<file path="config.mk">
export PLATFORM = sky130hd
export DESIGN_NAME = instr_fetch_flat
export DESIGN_NICKNAME = d
export VERILOG_FILES = /design/src/rtl/cpmath_pkg.sv /design/src/rtl/instr_fetch_if.sv /design/src/rtl/instr_fetch_timer.sv /design/src/rtl/instr_fetch.sv /design/src/flat_wrapper.sv
export SDC_FILE = /design/constraint.sdc
export NUM_CORES = 1
export LEC_CHECK = 0
export CAP_MARGIN = 20
export CORE_MARGIN = 2
export CORE_UTILIZATION = 56
export CTS_BUF_LIST = sky130_fd_sc_hd__clkbuf_8
export DETAILED_ROUTE_END_ITERATION = 16
export HOLD_SLACK_MARGIN = 0.02
export PLACE_DENSITY = 0.88
export SLEW_MARGIN = 30
export SYNTH_ARGS = -nofsm -noshare
export SYNTH_HDL_FRONTEND = slang
export SYNTH_SLANG_ARGS = --single-unit
</file>
<file path="constraint.sdc">
create_clock -name clk -period 8.65 [get_ports clk]
set_input_delay 0.865 -clock clk [delete_from_list [all_inputs] [get_ports clk]]
set_output_delay 0.865 -clock clk [all_outputs]
set_load 0.05 [all_outputs]
</file>
<file path="src/rtl/cpmath_pkg.sv">
// Shared constants and types for the instruction fetch engine: state encoding,
// PC increment and instruction width.
package cpmath_pkg;

   typedef enum logic [1:0] {
      S_IDLE = 2'd0,
      S_WAIT = 2'd1,
      S_DONE = 2'd2
   } fetch_state_t;

   localparam int PC_INC = 4;
   localparam int INST_W = 32;

   // Word-align a redirect target by clearing the byte offset.
   function automatic logic [31:0] align_word(input logic [31:0] addr);
      return {addr[31:2], 2'b00};
   endfunction

endpackage

</file>
<file path="src/rtl/instr_fetch_if.sv">
// Control-unit / memory / IR facing signals of the fetch engine.
// master = fetch engine side, slave = environment side.
interface instr_fetch_if #(parameter int ADDR_W = 32);
   import cpmath_pkg::*;

   logic              fetch_start;
   logic              pc_load;
   logic [ADDR_W-1:0] pc_next;
   logic              mem_rd;
   logic [ADDR_W-1:0] mem_addr;
   logic              mem_ready;
   logic [INST_W-1:0] mem_rdata;
   logic [INST_W-1:0] inst;
   logic              irWrite;
   logic [ADDR_W-1:0] pc;
   logic              busy;
   logic              fetch_err;

   modport master (
      input  fetch_start, pc_load, pc_next, mem_ready, mem_rdata,
      output mem_rd, mem_addr, inst, irWrite, pc, busy, fetch_err
   );

   modport slave (
      output fetch_start, pc_load, pc_next, mem_ready, mem_rdata,
      input  mem_rd, mem_addr, inst, irWrite, pc, busy, fetch_err
   );

endinterface

</file>
<file path="src/rtl/instr_fetch_timer.sv">
// Wait-cycle counter for an outstanding fetch; tc flags that the current
// non-ready cycle is the TIMEOUT-th one.
module fetch_timer #(
   parameter int TIMEOUT = 15
) (
   input  logic clk,
   input  logic reset,
   input  logic clr,
   input  logic en,
   output logic tc
);

   localparam logic [7:0] LAST = 8'(TIMEOUT - 1);

   logic [7:0] count_reg;

   always_ff @(posedge clk or posedge reset) begin
      if (reset) begin
         count_reg <= '0;
      end else if (clr) begin
         count_reg <= '0;
      end else if (en) begin
         count_reg <= count_reg + 8'd1;
      end
   end

   assign tc = (count_reg == LAST);

endmodule

</file>
<file path="src/rtl/instr_fetch.sv">
// Instruction fetch engine: owns the PC, issues one memory read per request,
// handles timeout and deferred redirects, and strobes irWrite for one cycle.
module instr_fetch
   import cpmath_pkg::*;
#(
   parameter int                ADDR_W   = 32,
   parameter logic [ADDR_W-1:0] RESET_PC = 32'h0000_0000,
   parameter int                TIMEOUT  = 15
) (
   input logic          clk,
   input logic          reset,
   instr_fetch_if.master bus
);

   fetch_state_t      state_reg, state_next;
   logic [ADDR_W-1:0] prog_ctr_reg, prog_ctr_next;
   logic [ADDR_W-1:0] addr_reg, addr_next;
   logic              rd_reg, rd_next;
   logic [INST_W-1:0] inst_reg, inst_next;
   logic              irw_reg, irw_next;
   logic              err_reg, err_next;
   logic              busy_reg;
   logic              pend_reg, pend_next;
   logic [ADDR_W-1:0] pend_pc_reg, pend_pc_next;

   logic              tmr_clr, tmr_en, tmr_tc;
   logic              redir;
   logic [ADDR_W-1:0] redir_pc;
   logic [ADDR_W-1:0] load_pc;

   assign load_pc = {bus.pc_next[ADDR_W-1:2], 2'b00};

   fetch_timer #(.TIMEOUT(TIMEOUT)) u_timer (
      .clk   (clk),
      .reset (reset),
      .clr   (tmr_clr),
      .en    (tmr_en),
      .tc    (tmr_tc)
   );

   always_ff @(posedge clk or posedge reset) begin
      if (reset) begin
         state_reg    <= S_IDLE;
         prog_ctr_reg <= RESET_PC;
         addr_reg     <= '0;
         rd_reg       <= 1'b0;
         inst_reg     <= '0;
         irw_reg      <= 1'b0;
         err_reg      <= 1'b0;
         busy_reg     <= 1'b0;
         pend_reg     <= 1'b0;
         pend_pc_reg  <= '0;
      end else begin
         state_reg    <= state_next;
         prog_ctr_reg <= prog_ctr_next;
         addr_reg     <= addr_next;
         rd_reg       <= rd_next;
         inst_reg     <= inst_next;
         irw_reg      <= irw_next;
         err_reg      <= err_next;
         busy_reg     <= (state_next != S_IDLE);
         pend_reg     <= pend_next;
         pend_pc_reg  <= pend_pc_next;
      end
   end

   always_comb begin
      state_next    = state_reg;
      prog_ctr_next = prog_ctr_reg;
      addr_next     = addr_reg;
      rd_next       = rd_reg;
      inst_next     = inst_reg;
      irw_next      = 1'b0;
      err_next      = 1'b0;
      pend_next     = pend_reg;
      pend_pc_next  = pend_pc_reg;
      tmr_clr       = 1'b0;
      tmr_en        = 1'b0;
      redir         = pend_reg;
      redir_pc      = pend_pc_reg;

      case (state_reg)
         S_IDLE: begin
            if (bus.pc_load) begin
               prog_ctr_next = load_pc;
            end
            if (bus.fetch_start) begin
               // A simultaneous redirect wins: fetch from the new target.
               addr_next  = bus.pc_load ? load_pc : prog_ctr_reg;
               rd_next    = 1'b1;
               tmr_clr    = 1'b1;
               state_next = S_WAIT;
            end
         end

         S_WAIT: begin
            // A redirect arriving this very cycle supersedes any earlier one.
            if (bus.pc_load) begin
               redir    = 1'b1;
               redir_pc = load_pc;
            end
            if (bus.mem_ready) begin
               inst_next     = bus.mem_rdata;
               irw_next      = 1'b1;
               rd_next       = 1'b0;
               prog_ctr_next = redir ? redir_pc : prog_ctr_reg + ADDR_W'(PC_INC);
               pend_next     = 1'b0;
               state_next    = S_DONE;
            end else if (tmr_tc) begin
               rd_next    = 1'b0;
               err_next   = 1'b1;
               if (redir) begin
                  prog_ctr_next = redir_pc;
               end
               pend_next  = 1'b0;
               state_next = S_IDLE;
            end else begin
               tmr_en       = 1'b1;
               pend_next    = redir;
               pend_pc_next = redir_pc;
            end
         end

         S_DONE: begin
            if (bus.pc_load) begin
               prog_ctr_next = load_pc;
            end
            state_next = S_IDLE;
         end

         default: begin
            state_next = S_IDLE;
         end
      endcase
   end

   assign bus.mem_rd    = rd_reg;
   assign bus.mem_addr  = addr_reg;
   assign bus.inst      = inst_reg;
   assign bus.irWrite   = irw_reg;
   assign bus.pc        = prog_ctr_reg;
   assign bus.busy      = busy_reg;
   assign bus.fetch_err = err_reg;

endmodule

</file>
<file path="src/flat_wrapper.sv">
// flat-port wrapper written by rule: the top's interface ports become plain ports
module instr_fetch_flat import cpmath_pkg::*;
#(
   parameter int                ADDR_W   = 32,
   parameter logic [ADDR_W-1:0] RESET_PC = 32'h0000_0000,
   parameter int                TIMEOUT  = 15
)
  (clk, reset, bus_fetch_start, bus_pc_load, bus_pc_next, bus_mem_ready, bus_mem_rdata, bus_mem_rd, bus_mem_addr, bus_inst, bus_irWrite, bus_pc, bus_busy, bus_fetch_err);
  instr_fetch_if #(.ADDR_W(ADDR_W)) bus_i ();
  input logic clk;
  input logic reset;
  input wire logic [$bits(bus_i.fetch_start)-1:0] bus_fetch_start;
  input wire logic [$bits(bus_i.pc_load)-1:0] bus_pc_load;
  input wire logic [$bits(bus_i.pc_next)-1:0] bus_pc_next;
  input wire logic [$bits(bus_i.mem_ready)-1:0] bus_mem_ready;
  input wire logic [$bits(bus_i.mem_rdata)-1:0] bus_mem_rdata;
  output wire logic [$bits(bus_i.mem_rd)-1:0] bus_mem_rd;
  output wire logic [$bits(bus_i.mem_addr)-1:0] bus_mem_addr;
  output wire logic [$bits(bus_i.inst)-1:0] bus_inst;
  output wire logic [$bits(bus_i.irWrite)-1:0] bus_irWrite;
  output wire logic [$bits(bus_i.pc)-1:0] bus_pc;
  output wire logic [$bits(bus_i.busy)-1:0] bus_busy;
  output wire logic [$bits(bus_i.fetch_err)-1:0] bus_fetch_err;
  assign bus_i.fetch_start = bus_fetch_start;
  assign bus_i.pc_load = bus_pc_load;
  assign bus_i.pc_next = bus_pc_next;
  assign bus_i.mem_ready = bus_mem_ready;
  assign bus_i.mem_rdata = bus_mem_rdata;
  assign bus_mem_rd = bus_i.mem_rd;
  assign bus_mem_addr = bus_i.mem_addr;
  assign bus_inst = bus_i.inst;
  assign bus_irWrite = bus_i.irWrite;
  assign bus_pc = bus_i.pc;
  assign bus_busy = bus_i.busy;
  assign bus_fetch_err = bus_i.fetch_err;
  instr_fetch #(.ADDR_W(ADDR_W), .RESET_PC(RESET_PC), .TIMEOUT(TIMEOUT)) u_core (.clk(clk), .reset(reset), .bus(bus_i));
endmodule
</file>
==> results of run 1 <==
-- stage by stage --
stage | worst slack (ns) | util, %
after global placement | 5.21 | 70.6
after CTS | 5.59 | 73.5
after global routing | 5.69 | 73.6
after floorplan | 3.95 | -
final | 5.84 | 73.6
after detailed placement | 5.14 | 70.6
-- kinds of logic after synthesis --
group | count (synthesis) | share of synthesized area [%]
AOI/OAI and AO/OA | 143 | 12.9
xor gates and xnor gates | 19 | 2.32
adders and majority gates | 3 | 0.524
buffers and inverters | 67 | 3.84
DFF | 143 | 50.0
muxes | 76 | 11.1
and+or+nand+nor | 302 | 19.4
-- tightest hold or removal path, stage by stage (launching register included) --
cell,delay [ns]
dfrtp_1,0.34
nand2_1,0.05
nand2_1,0.05
-- how the worst min path moves through the flow --
stage / from / end / slack (ns) / cells past startpoint
detailed placement: u_core.bus.mem_addr[0]$_DFFE_PP0P_ / u_core.bus.mem_addr[0]$_DFFE_PP0P_ / 0.46 / 2
finish: u_core.bus.inst[28]$_DFFE_PP0P_ / u_core.bus.inst[28]$_DFFE_PP0P_ / 0.47 / 2
global route: u_core.bus.inst[28]$_DFFE_PP0P_ / u_core.bus.inst[28]$_DFFE_PP0P_ / 0.50 / 2
global placement: u_core.bus.mem_addr[1]$_DFFE_PP0P_ / u_core.bus.mem_addr[1]$_DFFE_PP0P_ / 0.45 / 2
floorplan: u_core.pend_pc_reg[10]$_DFFE_PP0P_ / u_core.pend_pc_reg[10]$_DFFE_PP0P_ / 0.45 / 2
CTS: u_core.bus.mem_addr[0]$_DFFE_PP0P_ / u_core.bus.mem_addr[0]$_DFFE_PP0P_ / 0.48 / 2
-- power by group through the flow --
stage	clock, W	sequential, W	combinational [W]
after global routing	0.000543	0.00130	0.00200
after global placement	0	0.00124	0.00184
after detailed placement	0	0.00126	0.00188
after CTS	0.000507	0.00125	0.00189
after floorplan	0	0.00192	0.000562
final	0.000505	0.00126	0.00188
-- layout make-up --
class,count,area share (%)
clock inverters,12,1.00
multi-input cells,543,35.9
well taps,172,2.33
repair buffers,171,18.4
flip-flops and latches,143,38.7
clock buffers,20,2.98
inverters,15,0.663
-- per-layer routing --
| metal | vias up | part of all wire (%) | global-route usage [%] |
|---|---|---|---|
| met5 | - | 0 | 0 |
| met4 | 0 | 2.5 | 11.9 |
| met3 | 57 | 9.2 | 8.81 |
| met2 | 307 | 47 | 46.7 |
| met1 | 3045 | 41 | 37.6 |
| li1 | 2922 | - | - |
-- layout by cell type (no fill, tap or decap), types with 4 or more instances in the layout --
master / n
clkbuf_8: 20
nand2_1: 174
buf_4: 5
nor2b_1: 4
and3_1: 9
o21ai_0: 66
and4_1: 4
nand4_1: 17
mux2i_1: 49
inv_1: 14
xor2_1: 10
dfrtp_1: 142
a22oi_1: 10
o311ai_0: 4
clkdlybuf4s50_1: 165
nand2b_1: 7
nor2_1: 28
nor4_1: 7
nor3_1: 12
a21oi_1: 13
clkinv_2: 7
mux2_2: 27
a21o_1: 4
o221ai_1: 7
xnor2_1: 9
a31oi_1: 4
nand3_1: 21
==> reports/qor.yml, run 1 <==
nets: 963
io_pins: 169
regArea_um2: 3580
clk_pin_slew_worst_paths_ns: 0.08
rows: 41
stdcell_area_um2: 9250
postRouteAntennaNets: 0
ys.flop_type: "dfrtp_1"
drc_errors: 0
critPathRequiredTime_ns: 9.00
overflow: 0
ys_ff_latch: 143
finalClockSkew_ns: 0.0113
vias_per_cell: 5.88
crit_buf_inv: 1
drt_iter0_drc: 593
slew_headroom_pct: 32.5
post-route-min-period_ns: 2.81
hold_class: "flop to flop"
synth_top_area_share_pct: 50.0
syn_to_final_growth_pct: 29.2
timing.rr.end: "u_core.bus.pc[27]$_DFFE_PP0P_"
syn_nets: 825
fin_cells: 1076
setup_viol_count_final: 0
antenna_cells: 0
grt_pass1_wl_um: 31000
crit_chain: "buf_6 -> or3b_2 -> o21ai_0 -> a21boi_0 -> nor2_1 -> a221o_1"
cts_tree: "done"
die_w_um: 117
switching_power_w: 0.00179
slew_violations: 0
postCtsSetupBuffers: 0
dpl.cell_count: 1044
ys_seq_area_share_pct: 50.0
path_class: "primary input to flop"
cts_made_buffers: 17
p_sw_share_pct: 49.0
total_power_w: 0.00364
crit_slowest_cell: "or3b_2"
crit_family: "simple AND/OR/NAND/NOR gates"
p_leak_nw: 4.14
avgSynthCellArea_um2: 9.51
firstDrtPassIters: 9
rsz0062_at_grt: "false"
coreArea_um2: 12600
outcome: "finished, final reports clean"
seqPwrFrac_pct: 34.4
dp_hpwl_um: 12600
grt_usage_pct: 29.3
grt_max_degree: 88
tightest_slew_ns: 1.01
setup.worst_path.start: "bus_pc_load"
power_frac_clock_pct: 13.8
yosysTopAreaCell: "dfrtp_1"
maxCapViolCount: 0
fillCellCount: 936
h-tree-depth: 4
cp.depth: 6
peakVddDrop_mv: 0.266
p_comb_share_pct: 51.7
antenna_found_initial: 0
multiInputGateArea_um2: 3320
p_int_w: 0.00186
yosysUniqueCellTypes: 61
synth_most_common_cell: "nand2_1"
num_vias: 6331
fin_crit_sh_pct: 32.5
clock_sinks: 143
hold_buffers: 0
hold_viol: 0
synth_area_leaders: "dfrtp_1, nand2_1, mux2i_1, o21ai_0, mux2_2"
clk_path_buf_depth: 2
fmax_mhz: 355
tns_ns: 0
synthCells: 753
clkLatencyLatePin_ns: 0.46
drive_above_1_share_pct: 8.52
wirelength_um: 18900
numPortBuffers: 166
gp_congestion: 0.892
hold_ws_ns: 0.474
post_dp_cell_area_um2: 8880
root_buffer: "clkbuf_8"
synth.cell_area_um2: 7160
start_kind: "primary input"
power.density_nw_per_um2: 394
wire_per_inst_um: 17.6
worst-r2r-setup-slack_ns: 6.01
crit_end: "u_core.bus.pc[28]$_DFFE_PP0P_"
die_h_um: 117
die_area_um2: 13700
max_stage_delay_ns: 0.83
rr_startpoint: "u_core.u_timer.count_reg[0]$_DFFE_PP0P_"
ctsResizeCount: 0
critPathMaxFanout: 77
grt_pass1_vias: 6281
end_kind: "flop"
rr_worst_depth: 7
synth_edf_count: 0
start_util_pct: 57.0
synth_common_cells: "nand2_1, dfrtp_1, o21ai_0, mux2i_1, clkbuf_1"
worstPathArrival_ns: 3.16
async_reset_ff_share_pct: 100
yosys_warnings: 0
No activity file was read; power rests on OpenSTA's default activity.
==> inputs of run 2 (changes only) <==
CORE_UTILIZATION = 52   (was 56)
PLACE_DENSITY = 0.83   (was 0.88)
clock period = 2.9 ns   (was 8.65 ns; I/O delays follow)
==> run 2 against run 1 <==
  * Register-to-register slack lost 5.4 ns
  * Final cell count grew 1.5%
  * Sequential power grew to 2.9 times the previous value
  * Worst setup slack lost 5.2 ns
  * Global-route usage shrank 2.5 points
  * Clock skew shrank 0.0020 ns
  * Via count shrank 0.74%
  * Sequential share of layout area shrank 0.52 points
  * Hold slack lost 0.17 ns
  * Largest power group unchanged
==> reports/qor.yml, run 2 (synthesis results as in run 1) <==
tightest_slew_ns: 0.843  # was 1.01 ns
antenna_found_initial: 0  # unchanged
die_w_um: 121  # was 117 um
crit_chain: "inv_1 -> ha_1 -> nand4b_1 -> or2_4 -> a221o_1 -> a21o_1 -> a32o_1"  # was buf_6 -> or3b_2 -> o21ai_0 -> a21boi_0 -> nor2_1 -> a221o_1
start_kind: "flop"  # was primary input
power.density_nw_per_um2: 1170  # was 394 nW/um^2
peakVddDrop_mv: 0.791  # was 0.266 mV
vias_per_cell: 5.75  # was 5.88
top_usage_layer: "met2"  # unchanged
max_stage_delay_ns: 0.54  # was 0.83 ns
cts_tree: "done"  # unchanged
worstPathArrival_ns: 2.58  # was 3.16 ns
crit_end: "u_core.bus.pc[1]$_DFFE_PP0P_"  # was u_core.bus.pc[28]$_DFFE_PP0P_
drive_above_1_share_pct: 9.17  # was 8.52%
wire_per_inst_um: 17.1  # was 17.6 um
crit_family: "compound AO/OA/AOI/OAI gates"  # was simple AND/OR/NAND/NOR gates
gp_congestion: 0.869  # was 0.892
postCtsSetupBuffers: 0  # unchanged
clkLatencyLatePin_ns: 0.45  # was 0.46 ns
end_kind: "flop"  # unchanged
critPathRequiredTime_ns: 3.23  # was 9.00 ns
ctsResizeCount: 0  # unchanged
grt_pass1_vias: 6058  # was 6,281
post-route-min-period_ns: 2.24
antenna_cells: 0  # unchanged
io_pins: 169  # unchanged
grt_max_degree: 144  # was 88
postRouteAntennaNets: 0  # unchanged
critPathMaxFanout: 13  # was 77
fillCellCount: 1029  # was 936
path_class: "flop to flop"  # was primary input to flop
hold_buffers: 0  # unchanged
start_util_pct: 53.6  # was 57.0%
firstDrtPassIters: 7  # was 9
h-tree-depth: 4  # unchanged
cts_made_buffers: 17  # unchanged
grt_pass1_wl_um: 31000  # about the same
grt_usage_pct: 26.8  # was 29.3%
hold_viol: 0  # unchanged
dpl.cell_count: 1061  # was 1,044
numPortBuffers: 166  # unchanged
crit_slowest_cell: "a221o_1"  # was or3b_2
hold_class: "primary input to flop"  # was flop to flop
final_cell_mix: "nand2_1, clkdlybuf4s50_1, dfrtp_1"  # unchanged
p_leak_nw: 4.22  # was 4.14 nW
clock_sinks: 143  # unchanged
rr_worst_depth: 7  # unchanged
drc_errors: 0  # unchanged
wirelength_um: 18700  # was 18,900 um
num_vias: 6284  # was 6,331
clk_path_buf_depth: 2  # unchanged
finalClockSkew_ns: 0.00925  # was 0.0113 ns
grt_use_met3_pct: 7.33  # was 8.81%
dp_hpwl_um: 12600  # about the same
fmax_mhz: 446
grt_util_met1_pct: 36.0  # was 37.6%
coreArea_um2: 13300  # was 12,600 um^2
nets: 976  # was 963
drt_iter0_drc: 524  # was 593
maxCapViolCount: 0  # unchanged
outcome: "finished, final reports clean"  # unchanged
die_h_um: 121  # was 117 um
fin_cells: 1092  # was 1,076
syn_to_final_growth_pct: 30.9  # was 29.2%
root_buffer: "clkbuf_8"  # unchanged
slew_headroom_pct: 43.8  # was 32.5%
cp.depth: 7  # was 6
worst-r2r-setup-slack_ns: 0.66  # was 6.01 ns
die_area_um2: 14700  # was 13,700 um^2
mostFrequentLayoutCell: "nand2_1"  # unchanged
setup_viol_count_final: 0  # unchanged
timing.rr.end: "u_core.bus.pc[1]$_DFFE_PP0P_"  # was u_core.bus.pc[27]$_DFFE_PP0P_
rows: 42  # was 41
slew_violations: 0  # unchanged
rr_startpoint: "u_core.u_timer.count_reg[0]$_DFFE_PP0P_"  # unchanged
overflow: 0  # unchanged
post-route-util_pct: 70.2  # was 73.6%
tns_ns: 0  # unchanged
use_met2_pct: 40.6  # was 46.7%
setup.worst_path.start: "u_core.u_timer.count_reg[0]$_DFFE_PP0P_"  # was bus_pc_load
fin_crit_sh_pct: 77.4
crit_buf_inv: 1  # unchanged
clk_pin_slew_worst_paths_ns: 0.07  # was 0.08 ns
rsz0062_at_grt: "false"  # unchanged
-- run 2: cell count changes in the layout (fill, tap and decap cells not counted), moves of 2 or more --
cell	change
buf_4	+13
clkinv_2	-3
inv_6	-2
inv_1	+2
clkbuf_8	+2
-- run 2: metrics by stage --
stage          power (W)  instance area (um^2)  hold slack, ns  setup WS (ns)
6_report          0.0110                  9370           0.302          0.656
5_1_grt           0.0116                  9370           0.292          0.531
4_1_cts           0.0110                  9370           0.263          0.681
3_5_place_dp     0.00938                  8980           0.462          0.418
3_3_place_gp     0.00927                  8980           0.455          0.453
2_1_floorplan    0.00741                  7160           0.395          0.643
-- run 2: area by class of cell --
cell class,count,area (um^2),share of cell area (%)
sequential,143,3580,38.2
multi-input combinational,543,3310,35.3
timing repair buffer,184,1810,19.3
clock buffer,22,303,3.23
tap,176,220,2.35
clock inverter,9,91.3,0.975
inverter,15,60.1,0.641
-- run 2: worst min path at each step --
stage	to	startpoint	depth (start not counted)	slack, ns
after floorplan	u_core.bus.inst[0]$_DFFE_PP0P_	bus_mem_rdata[0]	2	0.40
after global placement	u_core.bus.mem_addr[0]$_DFFE_PP0P_	u_core.bus.mem_addr[0]$_DFFE_PP0P_	2	0.46
after detailed placement	u_core.bus.inst[20]$_DFFE_PP0P_	u_core.bus.inst[20]$_DFFE_PP0P_	2	0.46
after CTS	u_core.bus.mem_addr[26]$_DFFE_PP0P_	bus_pc_load	3	0.26
after global routing	u_core.bus.mem_addr[28]$_DFFE_PP0P_	bus_pc_load	3	0.29
final	u_core.bus.mem_addr[28]$_DFFE_PP0P_	bus_pc_load	3	0.30
-- run 2: report_power, final --
group          total (W)  internal [W]  switching [W]  leakage, nW
combinational    0.00568       0.00197        0.00370         2.22
clock            0.00159      0.000859       0.000727        0.218
sequential       0.00371       0.00287       0.000838         1.77
total             0.0110       0.00570        0.00527         4.22
-- run 2: routing by layer --
| layer | vias to the layer above | wire length [um] |
|---|---|---|
| met5 | - | 0 |
| met4 | 0 | 520 |
| met3 | 41 | 1590 |
| met2 | 277 | 8590 |
| met1 | 3020 | 7960 |
| li1 | 2946 | - |
-- run 2: worst register-to-register path, delay by kind of cell (launching register included) --
kind	cells	cell delay [ns]
AO/OA/AOI/OAI	3	1.01
flip-flops	1	0.45
AND/OR/NAND/NOR	2	0.42
adder cells (fa/ha/maj)	1	0.15
buffers and inverters	1	0.11
